**src/rtl/output_decoder.sv**
```systemverilog
// Four-digit keypad entry buffer with a multiplexed, active-low 7-segment scan driver.
// Define OUTPUT_DECODER_BLINK_EN to blink the display at the pgt_1hz rate while full.
module output_decoder #(
  parameter int unsigned SCAN_DIV = 1000
) (
  input  logic       clk,
  input  logic       reset,
  input  logic       load,
  input  logic [3:0] digit,
  input  logic       pgt_1hz,
  input  logic       clear_entry,
  output logic [6:0] seg,
  output logic [3:0] an,
  output logic [2:0] count,
  output logic       full
);

  localparam logic [15:0] SCAN_LAST = 16'(SCAN_DIV - 1);

  logic             r_load_d;
  logic [3:0][3:0]  r_buf;
  logic [2:0]       r_count;
  logic [15:0]      r_scan;
  logic [1:0]       r_pos;
  logic [6:0]       r_seg;
  logic [3:0]       r_an;

  logic             w_load_edge;
  logic             w_full;
  logic [3:0]       w_cur;
  logic             w_blank_pos;
  logic             w_blink_off;
  logic [6:0]       w_seg_dec;

  assign w_load_edge = load & ~r_load_d;
  assign w_full      = (r_count == 3'd4);
  assign w_cur       = r_buf[r_pos];
  assign w_blank_pos = ({1'b0, r_pos} >= r_count);

  // Entry buffer: position 0 holds the newest digit; clear beats a same-cycle load.
  always_ff @(posedge clk or posedge reset) begin
    if (reset) begin
      r_load_d <= 1'b0;
      r_buf    <= '0;
      r_count  <= '0;
    end else begin
      r_load_d <= load;
      if (clear_entry) begin
        r_buf   <= '0;
        r_count <= '0;
      end else if (w_load_edge && !w_full) begin
        r_buf   <= {r_buf[2:0], digit};
        r_count <= r_count + 3'd1;
      end
    end
  end

  always_ff @(posedge clk or posedge reset) begin
    if (reset) begin
      r_scan <= '0;
      r_pos  <= '0;
    end else if (r_scan == SCAN_LAST) begin
      r_scan <= '0;
      r_pos  <= r_pos + 2'd1;
    end else begin
      r_scan <= r_scan + 16'd1;
    end
  end

`ifdef OUTPUT_DECODER_BLINK_EN
  logic r_pgt_d;
  logic r_blink;

  always_ff @(posedge clk or posedge reset) begin
    if (reset) begin
      r_pgt_d <= 1'b0;
      r_blink <= 1'b1;
    end else begin
      r_pgt_d <= pgt_1hz;
      if (!w_full)
        r_blink <= 1'b1;
      else if (pgt_1hz && !r_pgt_d)
        r_blink <= ~r_blink;
    end
  end

  assign w_blink_off = w_full & ~r_blink;
`else
  logic w_unused_pgt;
  assign w_unused_pgt = pgt_1hz;
  assign w_blink_off  = 1'b0;
`endif

  always_comb begin
    w_seg_dec = 7'b1111111;
    case (w_cur)
      4'd0: w_seg_dec = 7'b0000001;
      4'd1: w_seg_dec = 7'b1001111;
      4'd2: w_seg_dec = 7'b0010010;
      4'd3: w_seg_dec = 7'b0000110;
      4'd4: w_seg_dec = 7'b1001100;
      4'd5: w_seg_dec = 7'b0100100;
      4'd6: w_seg_dec = 7'b0100000;
      4'd7: w_seg_dec = 7'b0001111;
      4'd8: w_seg_dec = 7'b0000000;
      4'd9: w_seg_dec = 7'b0000100;
      default: w_seg_dec = 7'b1111111;
    endcase
  end

  always_ff @(posedge clk or posedge reset) begin
    if (reset) begin
      r_seg <= '1;
      r_an  <= 4'b1110;
    end else begin
      r_seg <= (w_blank_pos || w_blink_off) ? 7'b1111111 : w_seg_dec;
      r_an  <= ~(4'b0001 << r_pos);
    end
  end

  assign seg   = r_seg;
  assign an    = r_an;
  assign count = r_count;
  assign full  = w_full;

endmodule
```
**config.mk**
```make
export PLATFORM = sky130hd
export DESIGN_NAME = output_decoder
export DESIGN_NICKNAME = d
export VERILOG_FILES = /design/src/rtl/output_decoder.sv
export SDC_FILE = /design/constraint.sdc
export NUM_CORES = 1
export LEC_CHECK = 0
export BUFFER_PORTS_ARGS = -buffer_cell sky130_fd_sc_hd__buf_2
export CAP_MARGIN = 0
export CORE_UTILIZATION = 62
export CTS_CLUSTER_SIZE = 25
export DETAILED_ROUTE_END_ITERATION = 10
export GPL_TIMING_DRIVEN = 0
export PLACE_DENSITY = 0.82
export SETUP_SLACK_MARGIN = 0.2
export SKIP_CTS_REPAIR_TIMING = 1
export SLEW_MARGIN = 20
export SYNTH_ARGS = -nofsm -noshare
export SYNTH_HDL_FRONTEND = slang
export SYNTH_SLANG_ARGS = --single-unit
```
**constraint.sdc**
```tcl
create_clock -name clk -period 3.3 [get_ports clk]
set_clock_uncertainty 0.05 [all_clocks]
set_input_delay 0.495 -clock clk [delete_from_list [all_inputs] [get_ports clk]]
set_output_delay 0.495 -clock clk [all_outputs]
set_load 0.02 [all_outputs]
```
==> out/metrics.yaml <==
status:
  outcome: "finished clean"
detailed_routing:
  via_per_inst: 5.46
  vias: 1546
  ant_nets: 0
  wl_met3_um: 153
  wire_per_inst_um: 14.5
  top_layer: "met4"
  wl_met1_um: 1920
  dr.pass1.iters: 6
  wl_met2_um: 1910
  routed_wl_um: 4100
  drc_errors: 0
  drt_iter0_markers: 65
floorplan:
  core_mm2: 0.00366
  die_h_um: 64.0
  pin_count: 24
  rows: 22
  die_w_um: 64.0
  start_util: 0.651
  dieArea_mm2: 0.00410
synth:
  ys.flop_type: "dfrtp_1"
  synthCells: 205
  syn_area_mm2: 0.00238
  ys_types: 37
  synth_commonest_cells: "dfrtp_1 (39), nor2_1 (28), mux2i_1 (19)"
  synthTopCellsByArea: "dfrtp_1 (41%), dfstp_2 (11%), mux2i_1 (8.0%), ha_1 (7.9%), nor2_1 (4.4%)"
  synth.top_cell.area_share: 0.409
  ys.warnings.count: 0
  async_flop_share: 1.00
  ys_seq_elements: 49
  synth_nets: 229
  synth_seq_area_share: 0.520
  yosysTopAreaCell: "dfrtp_1"
  avgSynthCellArea_um2: 11.6
  yosysMostFrequentCell: "dfrtp_1"
  synth_edf_count: 0
sta:
  maxSlewHeadroom: 0.622
  hold_violations: 0
  tns_ns: 0
  rsz0062_at_grt: "no"
  post-route-min-period_ns: 2.21
  max_freq_mhz: 453
  worst_pin_slew_ns: 0.562
  hold_ws_ns: 0.0846
  setup_viol: 0
  drv_slew: 0
  period_share: 0.668
power:
  cellLeakagePower_nw: 1.31
  p_int_uw: 876
  swShare: 0.229
  p_clk_frac: 0.372
  ir_worst_vdd_uv: 368
  seqPwrFrac: 0.547
  combPwrFrac: 0.081
  p_sw_uw: 260
  power.density_mw_per_mm2: 424
clock_network:
  clockBufferDepth: 2
  root_buffer: "clkbuf_8"
  cts_buffers: 5
  htree_levels: 2
  worstSkewPairLatency_ns: 0.31
  clk_pin_slew_ns: 0.08
  cts_tree: "yes"
  cts.sinks: 49
worst_setup_path:
  critPathKind: "register to register"
  cp_top_family: "multiplexers"
  startpoint_type: "register"
  crit_top_cell: "inv_1"
  slowest_delay_ns: 0.61
  crit_fanout: 6
  critPathRequiredTime_ns: 3.49
  r2r-start: "r_pos[0]"
  r2r-end: "seg[2]"
  worstSetupEndpointType: "register"
  worst-r2r-setup-slack_ns: 1.09
  rr_worst_depth: 8
  critPathSlowestCell: "mux4_2"
  crit_path_cell_trace: "buf_2 > mux4_2 > inv_1 > ha_1 > inv_1 > mux2_4 > o2bb2ai_1 > nand2_1"
  path_buf_inv: 3
  cp_data_arrival_time_ns: 2.40
placement:
  dp_hpwl_um: 2890
  io_buffer_count: 21
  finalWeightedCongestion: 0.798
final_layout:
  diodes: 0
  drive_gt1_frac: 0.226
  num-nets-final: 258
  synthToLayoutAreaGrowth_pct: 12.3
global_route:
  overflow: 0
  grt_pass1_wl_um: 7300
  track_usage: 0.243
  antenna_found_initial: 0
  grt_max_degree: 37
  grt_pass1_vias: 1538
min_path:
  worstHoldPathType: "primary input to asynchronous set/reset pin"
job:
  drv_cap: 0
==> routing by layer <==
| layer | global-route usage | vias up |
|---|---|---|
| met1 | 0.329 | 752 |
| li1 | - | 753 |
| met2 | 0.359 | 30 |
| met5 | 0 | - |
| met3 | 0.0679 | 11 |
| met4 | 0.125 | 0 |
==> sequential cells by signal (all words and copies together) (netlist names) <==
signal    cells
r_buf        16
r_scan       16
seg           7
an            4
count         3
r_pos         2
r_load_d      1
==> per-stage QoR <==
| stage | instances | total power, mW | area, µm² | util | setup slack [ns] |
|---|---|---|---|---|---|
| 2_1_floorplan | 205 | 0.696 | 2380 | - | 1.35 |
| 3_3_place_gp | 274 | 0.718 | 2550 | 0.696 | 1.05 |
| 3_5_place_dp | 275 | 0.725 | 2570 | 0.702 | 1.13 |
| 4_1_cts | 283 | 1.14 | 2680 | 0.731 | 1.08 |
| 5_1_grt | 283 | 1.18 | 2680 | 0.731 | 0.988 |
| 6_report | 283 | 1.14 | 2680 | 0.731 | 1.09 |
==> cells by family (layout without fill, tap and decap cells) <==
| kind of cell | after synthesis | after routing | synth area share |
|---|---|---|---|
| and+or+nand+nor | 62 | 62 | 0.132 |
| DFF | 49 | 49 | 0.520 |
| adders and majority gates | 15 | 15 | 0.0787 |
| xor gates and xnor gates | 15 | 15 | 0.0551 |
| buffers and inverters | 23 | 53 | 0.0415 |
| AOI/OAI and AO/OA | 16 | 16 | 0.0441 |
| muxes | 25 | 25 | 0.129 |
==> power by group through the flow <==
stage / Clock [mW] / Combinational, mW / Sequential, mW
2_1_floorplan: 0 / 0.0559 / 0.641
4_1_cts: 0.430 / 0.0936 / 0.621
3_5_place_dp: 0 / 0.0926 / 0.632
6_report: 0.423 / 0.0918 / 0.621
5_1_grt: 0.452 / 0.103 / 0.622
3_3_place_gp: 0 / 0.0862 / 0.632
==> cells in the final DEF, fill, tap and decap left out, types with 2 or more instances in the layout <==
cell,instances
nor3_1,3
ha_1,15
nand2_1,7
nand4_1,2
and3_1,2
xnor2_1,9
or3_1,2
nor2b_1,3
dfrtp_1,39
xor2_1,6
a21o_1,2
o21ai_1,4
mux2i_1,19
inv_1,15
clkbuf_8,5
nand3_1,6
o21bai_1,3
clkbuf_1,3
buf_2,25
nand4b_1,2
mux4_2,4
nor2_1,28
dfstp_2,10
a21oi_1,3
==> layout make-up <==
type	count	area, µm²
flip-flops and latches	49	1240
multi-input cells	133	1050
clock inverters	2	35.0
clock buffers	6	72.6
repair buffers	22	125
plain buffers	7	38.8
fillers	247	985
well taps	48	60.1
inverters	16	60.1
==> how the worst max path moves through the flow <==
stage	from	to	slack [ns]	cells after the start
2_1_floorplan	r_pos[0]	seg[2]	1.35	8
3_3_place_gp	reset	r_load_d	1.05	2
3_5_place_dp	r_pos[0]	seg[2]	1.13	8
4_1_cts	r_pos[0]	seg[2]	1.08	8
5_1_grt	r_pos[0]	seg[2]	0.99	8
6_report	r_pos[0]	seg[2]	1.09	8
No activity file was read; power rests on OpenSTA's default activity.
